## config.mk

```make
export PLATFORM = sky130hd
export DESIGN_NAME = pixel_fetch_scheduler
export DESIGN_NICKNAME = d
export VERILOG_FILES = /design/src/rtl/pixel_fetch_scheduler.sv
export SDC_FILE = /design/constraint.sdc
export NUM_CORES = 1
export LEC_CHECK = 0
export ABC_AREA = 1
export CORE_MARGIN = 10
export CORE_UTILIZATION = 45
export CTS_CLUSTER_SIZE = 14
export DETAILED_ROUTE_END_ITERATION = 8
export GPL_TIMING_DRIVEN = 0
export MAX_ROUTING_LAYER = met4
export PLACE_DENSITY = 0.69
export SYNTH_ARGS = -nofsm -noshare
export SYNTH_HDL_FRONTEND = slang
export SYNTH_SLANG_ARGS = --single-unit
```

## constraint.sdc

```tcl
create_clock -name clk -period 6.8 [get_ports clk]
set_clock_uncertainty 0.05 [all_clocks]
set_input_delay 1.02 -clock clk [delete_from_list [all_inputs] [get_ports clk]]
set_output_delay 1.02 -clock clk [all_outputs]
set_load 0.01 [all_outputs]
```

## src/rtl/pixel_fetch_scheduler.sv

```systemverilog
// pixel_fetch_scheduler: per-scanline framebuffer burst fetcher feeding a first-word-fall-through FIFO.
// Define PIXEL_FETCH_STATS_EN to add the saturating starve_count statistics counter.
module pixel_fetch_scheduler #(
  parameter int ADDR_W     = 22,
  parameter int FIFO_DEPTH = 16,
  parameter int BURST_LEN  = 4,
  parameter int PIX_W      = 12
) (
  input  logic              clk,
  input  logic              reset_n,
  input  logic              frame_start,
  input  logic              line_start,
  input  logic [ADDR_W-1:0] base_addr,
  input  logic [PIX_W-1:0]  pixels_per_line,
  input  logic              mode32,
  output logic              mem_req,
  output logic [ADDR_W-1:0] mem_addr,
  input  logic              mem_ack,
  input  logic [31:0]       mem_rdata,
  input  logic              mem_rvalid,
  output logic [31:0]       word_out,
  output logic              word_valid,
  input  logic              word_strobe,
  output logic              busy,
  output logic              line_overrun,
  output logic [15:0]       starve_count
);
  localparam int AW = $clog2(FIFO_DEPTH);
  localparam int CW = AW + 1;
  localparam int SW = CW + 1;
  localparam int WW = PIX_W + 2;
  typedef enum logic [1:0] {IDLE, ISSUE, ABORT} state_t;
  state_t state_q, state_d;
  logic [ADDR_W-1:0] cur_addr_q, cur_addr_d, base_q, base_d, mem_addr_q, mem_addr_d;
  logic [WW-1:0] remaining_q, remaining_d, keep_q, keep_d, words, quads, burst_n;
  logic [CW-1:0] outstanding_q, outstanding_d, count_q, count_d;
  logic [AW-1:0] wr_ptr_q, wr_ptr_d, rd_ptr_q, rd_ptr_d;
  logic [31:0] fifo_mem [FIFO_DEPTH];
  logic mem_req_q, mem_req_d, overrun_q, overrun_d;
  logic acc, push, pop, flush, abort_exit, space_ok, raise;
  // Packed mode drops pixels_per_line[1:0] so the unpacker realigns each line.
  assign quads      = {2'b00, pixels_per_line} >> 2;
  assign words      = mode32 ? {2'b00, pixels_per_line} : quads + (quads << 1);
  assign burst_n    = remaining_q < WW'(BURST_LEN) ? remaining_q : WW'(BURST_LEN);
  assign acc        = mem_req_q & mem_ack;
  assign space_ok   = SW'(count_q) + SW'(outstanding_q) + SW'(BURST_LEN) <= SW'(FIFO_DEPTH);
  assign raise      = state_q == ISSUE && !frame_start && remaining_q != '0 && space_ok;
  assign mem_req_d  = mem_req_q ? !mem_ack : raise;
  assign mem_addr_d = (!mem_req_q && raise) ? cur_addr_q : mem_addr_q;
  assign abort_exit = state_q == ABORT && !mem_req_q && outstanding_q == '0;
  assign flush      = frame_start | abort_exit;
  assign push       = mem_rvalid & (keep_q != '0);
  assign pop        = word_strobe & word_valid;
  assign word_valid   = count_q != '0;
  assign word_out     = word_valid ? fifo_mem[rd_ptr_q] : '0;
  assign busy         = state_q != IDLE || word_valid;
  assign mem_req      = mem_req_q;
  assign mem_addr     = mem_addr_q;
  assign line_overrun = overrun_q;
  assign outstanding_d = outstanding_q + (acc ? CW'(BURST_LEN) : '0) - CW'(mem_rvalid);
  assign count_d       = flush ? '0 : count_q + CW'(push) - CW'(pop);
  assign wr_ptr_d      = flush ? '0 : wr_ptr_q + AW'(push);
  assign rd_ptr_d      = flush ? '0 : rd_ptr_q + AW'(pop);
  assign base_d        = frame_start ? base_addr : base_q;
  assign overrun_d     = frame_start ? 1'b0 : overrun_q | (line_start & busy);
  always_comb begin
    state_d     = state_q;
    cur_addr_d  = acc ? cur_addr_q + ADDR_W'(burst_n) : cur_addr_q;
    remaining_d = acc ? remaining_q - burst_n : remaining_q;
    keep_d      = push ? keep_q - WW'(1) : keep_q;
    if (frame_start) begin
      state_d     = ABORT;
      keep_d      = '0;
      remaining_d = '0;
    end else if (state_q == IDLE && line_start && !busy && words != '0) begin
      state_d     = ISSUE;
      remaining_d = words;
      keep_d      = words;
    end else if (state_q == ISSUE && remaining_q == '0 && outstanding_q == '0) begin
      state_d = IDLE;
    end else if (abort_exit) begin
      state_d    = IDLE;
      cur_addr_d = base_q;
    end
  end
  always_ff @(posedge clk) begin
    if (!reset_n) begin
      state_q       <= IDLE;
      cur_addr_q    <= '0;
      base_q        <= '0;
      mem_addr_q    <= '0;
      remaining_q   <= '0;
      keep_q        <= '0;
      outstanding_q <= '0;
      count_q       <= '0;
      wr_ptr_q      <= '0;
      rd_ptr_q      <= '0;
      mem_req_q     <= 1'b0;
      overrun_q     <= 1'b0;
    end else begin
      state_q       <= state_d;
      cur_addr_q    <= cur_addr_d;
      base_q        <= base_d;
      mem_addr_q    <= mem_addr_d;
      remaining_q   <= remaining_d;
      keep_q        <= keep_d;
      outstanding_q <= outstanding_d;
      count_q       <= count_d;
      wr_ptr_q      <= wr_ptr_d;
      rd_ptr_q      <= rd_ptr_d;
      mem_req_q     <= mem_req_d;
      overrun_q     <= overrun_d;
    end
  end
  always_ff @(posedge clk) begin
    if (push && !flush) fifo_mem[wr_ptr_q] <= mem_rdata;
  end
`ifdef PIXEL_FETCH_STATS_EN
  logic [15:0] starve_q;
  always_ff @(posedge clk) begin
    if (!reset_n || frame_start) starve_q <= '0;
    else if (state_q == ISSUE && keep_q != '0 && !word_valid && starve_q != 16'hFFFF) starve_q <= starve_q + 16'd1;
  end
  assign starve_count = starve_q;
`else
  assign starve_count = '0;
`endif
endmodule

```

==> impl_metrics.env, run 1 <==
export IMPL_status="complete, no violations"
export IMPL_vias_per_cell=5.91
export IMPL_cp_max_fo=10
export IMPL_syn_area_um2=27100
export IMPL_ys_types=47
export IMPL_drv_cap=0
export IMPL_drive_above_1_share_pct=7.28
export IMPL_overflow=0
export IMPL_cts_hold_buf=0
export IMPL_rows=89
export IMPL_ys_flop_type="edfxtp_1"
export IMPL_final_net_count=2853
export IMPL_firstDrtPassIters=8
export IMPL_clkLatencyLatePin_ps=610
export IMPL_antenna_found_initial=6
export IMPL_critPathLaunch="rd_ptr_q[0]"
export IMPL_worstHoldStart="remaining_q[13]"
export IMPL_whs_ps=422
export IMPL_fin_setup_tns_ps=0
export IMPL_syn_area_per_cell_um2=10.9
export IMPL_area_growth_pct=18.6
export IMPL_required_ps=5730
export IMPL_r2r_end="count_q[4]"
export IMPL_reg2reg_from="count_q[2]"
export IMPL_layout_common_cells="edfxtp_1 (512), nor2_1 (466), o21ai_0 (325)"
export IMPL_via_count=21000
export IMPL_fin_util_pct=54.1
export IMPL_min_path_cells=2
export IMPL_grt_usage_pct=24.2
export IMPL_crit_path_end="word_out[0]"
export IMPL_cts_sinks=628
export IMPL_drv_slew=0
export IMPL_finalSetupViolCount=0
export IMPL_gp_congestion=0.905
export IMPL_routed_wl_um=85100
export IMPL_antenna_left=0
export IMPL_start_kind="flip-flop"
export IMPL_grt_pass1_wl_um=126000
export IMPL_ir_drop_mv=0.235
export IMPL_cts_max_path_buffers=3
export IMPL_yosysSeqAreaShare_pct=65.4
export IMPL_root_buffer="clkbuf_16"
export IMPL_synth_seq_cells=628
export IMPL_placed_area_um2=29900
export IMPL_io_buffers=128
export IMPL_tritoncts="done"
export IMPL_path_clk_slew_ps=60
export IMPL_netlist_instances=2484
export IMPL_fp_dieArea_um2=70400
export IMPL_start_util_pct=45.6
export IMPL_p_leak_nw=11.3
export IMPL_synth_edf_count=512
export IMPL_fin_crit_sh_pct=78.0
export IMPL_hold_class="flip-flop to flip-flop"
export IMPL_grt_max_degree=24
export IMPL_cts_buffers=67
export IMPL_power_density_nw_per_um2=344
export IMPL_min_period_ps=5300
export IMPL_layout_commonest_cell="edfxtp_1"
export IMPL_path_class="flip-flop to primary output"
export IMPL_h_tree_depth=3
export IMPL_clock_fmax_mhz=189
export IMPL_cp_end_kind="primary output"
export IMPL_rr_worst_depth=15
export IMPL_num_io_pins=148
export IMPL_worstMarginPinSlew_ps=1180
export IMPL_cts_resized=0
export IMPL_core_um2=59400
export IMPL_drt_iter0_markers=2767
export IMPL_design_area_um2=32100
export IMPL_hold_violations=0
export IMPL_async_reset_ff_share_pct=0
export IMPL_post_cts_buffers=0
export IMPL_yosys_warnings=0
export IMPL_rsz0062_at_grt="no"
export IMPL_finalPower_mw=11.1
export IMPL_wl_per_cell_um=24.0
export IMPL_remaining_drc_errors=0
export IMPL_dp_hpwl_um=56300
export IMPL_die_h_um=265
export IMPL_relSlewSlack_pct=21.3
export IMPL_grt_pass1_vias=20700
export IMPL_critPathArrivalTime_ps=4230
export IMPL_die_w_um=265
export IMPL_r2r_setup_slack_ps=2970
-- synthesized netlist by cell type, types with 16 or more instances --
master | instances | area share [%]
nand2_1 | 198 | 2.7
nand3_1 | 96 | 1.8
dfxtp_1 | 116 | 8.6
o21ai_0 | 325 | 6.0
ha_1 | 51 | 2.4
a21oi_1 | 93 | 1.7
o211ai_1 | 42 | 1.2
buf_4 | 19 | 0.53
clkbuf_1 | 127 | 1.8
o221ai_1 | 89 | 2.9
nor2_1 | 482 | 6.7
o22ai_1 | 41 | 0.95
inv_1 | 131 | 1.8
edfxtp_1 | 512 | 57
o21ai_1 | 16 | 0.30
-- layout make-up --
| class | instances | area [µm²] |
|---|---|---|
| diodes | 6 | 15.0 |
| plain buffers | 164 | 722 |
| clock buffers | 90 | 1870 |
| clock inverters | 29 | 363 |
| fillers | 4960 | 27200 |
| inverters | 138 | 518 |
| multi-input cells | 1580 | 8360 |
| flip-flops and latches | 628 | 17700 |
| well taps | 773 | 967 |
| repair buffers | 144 | 1600 |
-- through the flow --
step,worst slack (ps),cells
2_1_floorplan,3190,2510
3_3_place_gp,436,3411
3_5_place_dp,2310,3427
4_1_cts,1640,3546
5_1_grt,1320,3552
6_report,1500,3552
-- cells by family (layout without fill, tap and decap cells) --
kind of cell,after synthesis,count (layout),share of synthesized area (%)
other,2,34,0.0277
XOR/XNOR,27,27,0.873
AO/OA/AOI/OAI,630,630,13.7
AND/OR/NAND/NOR,838,838,12.7
flip-flops,628,628,65.4
buffers and inverters,302,565,4.58
multiplexers,1,1,0.0370
adder cells (fa/ha/maj),56,56,2.73
-- routing by layer --
layer / track usage [%] / vias to the layer above / part of all wire, %
li1: - / 9334 / -
met1: 29.6 / 10100 / 38
met2: 38.4 / 1345 / 47
met3: 5.15 / 226 / 11
met4: 10.6 / 0 / 4.1
met5: - / - / 0
-- flip-flops by register name, indices dropped and copies added, names as in the netlist --
name           cells
rd_ptr_q           4
wr_ptr_q           4
mem_req            1
line_overrun       1
cur_addr_q        22
remaining_q       14
outstanding_q      5
fifo_mem         512
base_q            22
keep_q            14
mem_addr          22
count_q            5
state_q            2
-- worst max-delay path, cell delays in order, from the launching register on --
cell and delay, ps:
dfxtp_1 480, buf_2 310, clkbuf_1 580, clkbuf_1 640, nor2_1 120, o221ai_1 260, nand3_1 110, a21oi_1 460
clkdlybuf4s50_1 640
-- power breakdown --
| group | internal (mW) | switching [mW] |
|---|---|---|
| combinational | 0.985 | 1.92 |
| clock | 2.21 | 1.54 |
| sequential | 4.31 | 0.0879 |
-- how the worst min path moves through the flow --
stage                           end
floorplan           remaining_q[13]
global placement    remaining_q[13]
detailed placement  remaining_q[13]
CTS                 remaining_q[13]
global route        remaining_q[13]
finish              remaining_q[13]
Power figures use the tool's default switching activity.
==> inputs of run 2 (changes only) <==
--- a/config.mk
+++ b/config.mk
@@ -12,7 +12,7 @@
 export DETAILED_ROUTE_END_ITERATION = 8
 export GPL_TIMING_DRIVEN = 0
 export MAX_ROUTING_LAYER = met4
-export PLACE_DENSITY = 0.69
+export PLACE_DENSITY = 0.71
 export SYNTH_ARGS = -nofsm -noshare
 export SYNTH_HDL_FRONTEND = slang
 export SYNTH_SLANG_ARGS = --single-unit
==> constraint.sdc (replaced) <==
create_clock -name clk -period 4.5 [get_ports clk]
set_clock_uncertainty 0.05 [all_clocks]
set_input_delay 0.675 -clock clk [delete_from_list [all_inputs] [get_ports clk]]
set_output_delay 0.675 -clock clk [all_outputs]
set_load 0.01 [all_outputs]
==> run 2 against run 1 <==
Power grew 49%. Register-to-register slack lost 2200 ps. Highest routed layer unchanged. Largest power group unchanged. Global-route usage fell by 0.21 points. Design area is essentially flat. Non-clock buffer count did not move. Count of clock-buffer cells in the layout is 3 lower. Hold slack better by 4.3 ps. Critical path depth unchanged.
==> impl_metrics.env, run 2 (synthesized netlist as in run 1, its figures left out) <==
export IMPL_largest_register="fifo_mem"
export IMPL_largest_register_ffs=512
export IMPL_min_period_ps=4500
export IMPL_dp_hpwl_um=56200
export IMPL_start_util_pct=45.6
export IMPL_critPathArrivalTime_ps=3770
export IMPL_cp_max_fo=10
export IMPL_placed_area_um2=29900
export IMPL_power_density_nw_per_um2=514
export IMPL_remaining_drc_errors=0
export IMPL_overflow=0
export IMPL_setup_ws_ps=4.62
export IMPL_design_area_um2=32100
export IMPL_area_growth_pct=18.5
export IMPL_p_leak_nw=11.4
export IMPL_fillers=4920
export IMPL_finalSetupViolCount=0
export IMPL_io_buffers=128
export IMPL_path_clk_slew_ps=60
export IMPL_wl_per_cell_um=23.8
export IMPL_seq_area_um2=17700
export IMPL_drt_iter0_markers=2604
export IMPL_tritoncts="done"
export IMPL_gp_congestion=0.902
export IMPL_cp_end_kind="primary output"
export IMPL_clock_fmax_mhz=222
export IMPL_drive_above_1_share_pct=8.12
export IMPL_layout_common_cells="edfxtp_1 (512), nor2_1 (466), o21ai_0 (325)"
export IMPL_fp_dieArea_um2=70400
export IMPL_routed_wl_um=84400
export IMPL_multiInputGateArea_um2=8360
export IMPL_drv_cap=0
export IMPL_hold_class="flip-flop to flip-flop"
export IMPL_layout_commonest_cell="edfxtp_1"
export IMPL_path_class="flip-flop to primary output"
export IMPL_reg2reg_from="count_q[3]"
export IMPL_required_ps=3770
export IMPL_ir_drop_mv=0.283
export IMPL_grt_max_degree=24
export IMPL_vias_per_cell=5.95
export IMPL_die_h_um=265
export IMPL_antenna_left=0
export IMPL_rsz0062_at_grt="yes"
export IMPL_num_io_pins=148
export IMPL_final_net_count=2852
export IMPL_worstMarginPinSlew_ps=1160
export IMPL_grt_pass1_vias=20900
export IMPL_place_ws_ps=420
export IMPL_grt_pass1_wl_um=125000
export IMPL_rows=89
export IMPL_status="complete, no violations"
export IMPL_cts_buffers=66
export IMPL_root_buffer="clkbuf_16"
export IMPL_start_kind="flip-flop"
export IMPL_hold_violations=0
export IMPL_h_tree_depth=3
export IMPL_cts_max_path_buffers=3
export IMPL_post_cts_buffers=0
export IMPL_die_w_um=265
export IMPL_critPathLaunch="rd_ptr_q[0]"
export IMPL_firstDrtPassIters=5
export IMPL_core_um2=59400
export IMPL_worstHoldStart="base_q[3]"
export IMPL_fin_crit_sh_pct=99.9
export IMPL_clkLatencyLatePin_ps=610
export IMPL_grt_usage_pct=24.0
export IMPL_via_count=21100
export IMPL_antenna_found_initial=4
export IMPL_r2r_setup_slack_ps=750
export IMPL_cts_sinks=628
export IMPL_relSlewSlack_pct=23.0
export IMPL_drv_slew=0
==> run 2: changes by cell type in the layout (fill, tap and decap cells not counted), moves of 2 or more <==
cell	delta
buf_12	-6
buf_16	+6
clkbuf_1	-24
clkbuf_16	-2
clkbuf_2	+28
clkbuf_8	-4
clkinv_4	-2
clkinv_8	+2
clkinvlp_4	+2
diode_2	-2
==> run 2: final timing paths <==
path              cells after the start             to
hold / removal                        2  cur_addr_q[3]
setup / recovery                      8    word_out[0]
hold reg to reg                       2  cur_addr_q[3]
setup reg to reg                     15     count_q[4]
==> run 2: area by class of cell <==
cell class | count | share of cell area, %
sequential | 628 | 55.1
buffer | 164 | 2.36
clock buffer | 87 | 5.52
timing repair buffer | 144 | 5.13
antenna | 4 | 0.0312
tap | 773 | 3.01
clock inverter | 31 | 1.16
multi-input combinational | 1580 | 26.0
inverter | 138 | 1.61
==> run 2: stage by stage <==
step           power, mW  hold WS [ps]  instances  util, %  setup TNS [ps]
6_report            16.5           426       3549     54.1               0
5_1_grt             17.1           431       3549     54.1           -15.1
4_1_cts             16.4           425       3545     54.0               0
3_5_place_dp        11.0           411       3427     50.4               0
3_3_place_gp        10.9           403       3411     49.6         -576740
2_1_floorplan       9.12           391       2510        -               0
==> run 2: repair_timing <==
item / in CTS / in global routing
gates cloned: 0 / 0
hold buffers: 0 / 0
resized for setup: 4 / 49
pin swaps: 0 / 0
setup endpoints to repair: 12 / 15
==> run 2: per-layer routing <==
metal / GRT usage, % / routed length, µm / up-vias
li1: - / - / 9332
met1: 28.1 / 30800 / 10200
met2: 38.6 / 40000 / 1310
met3: 6.29 / 10200 / 244
met4: 10.7 / 3350 / 0
met5: - / 0 / -
==> run 2: worst max-delay path, stage by stage (launching register included) <==
cell and delay [ps]:
dfxtp_1 370, inv_1 130, clkbuf_1 390, clkbuf_1 700
nor2_1 80, o22ai_1 230, o211ai_1 100, a21oi_1 510
clkdlybuf4s50_1 660
==> run 2: power by group <==
part / internal, mW / switching [mW] / leakage, nW
Clock: 3.20 / 2.28 / 1.04
Sequential: 6.51 / 0.136 / 5.55
Combinational: 1.50 / 2.88 / 4.77
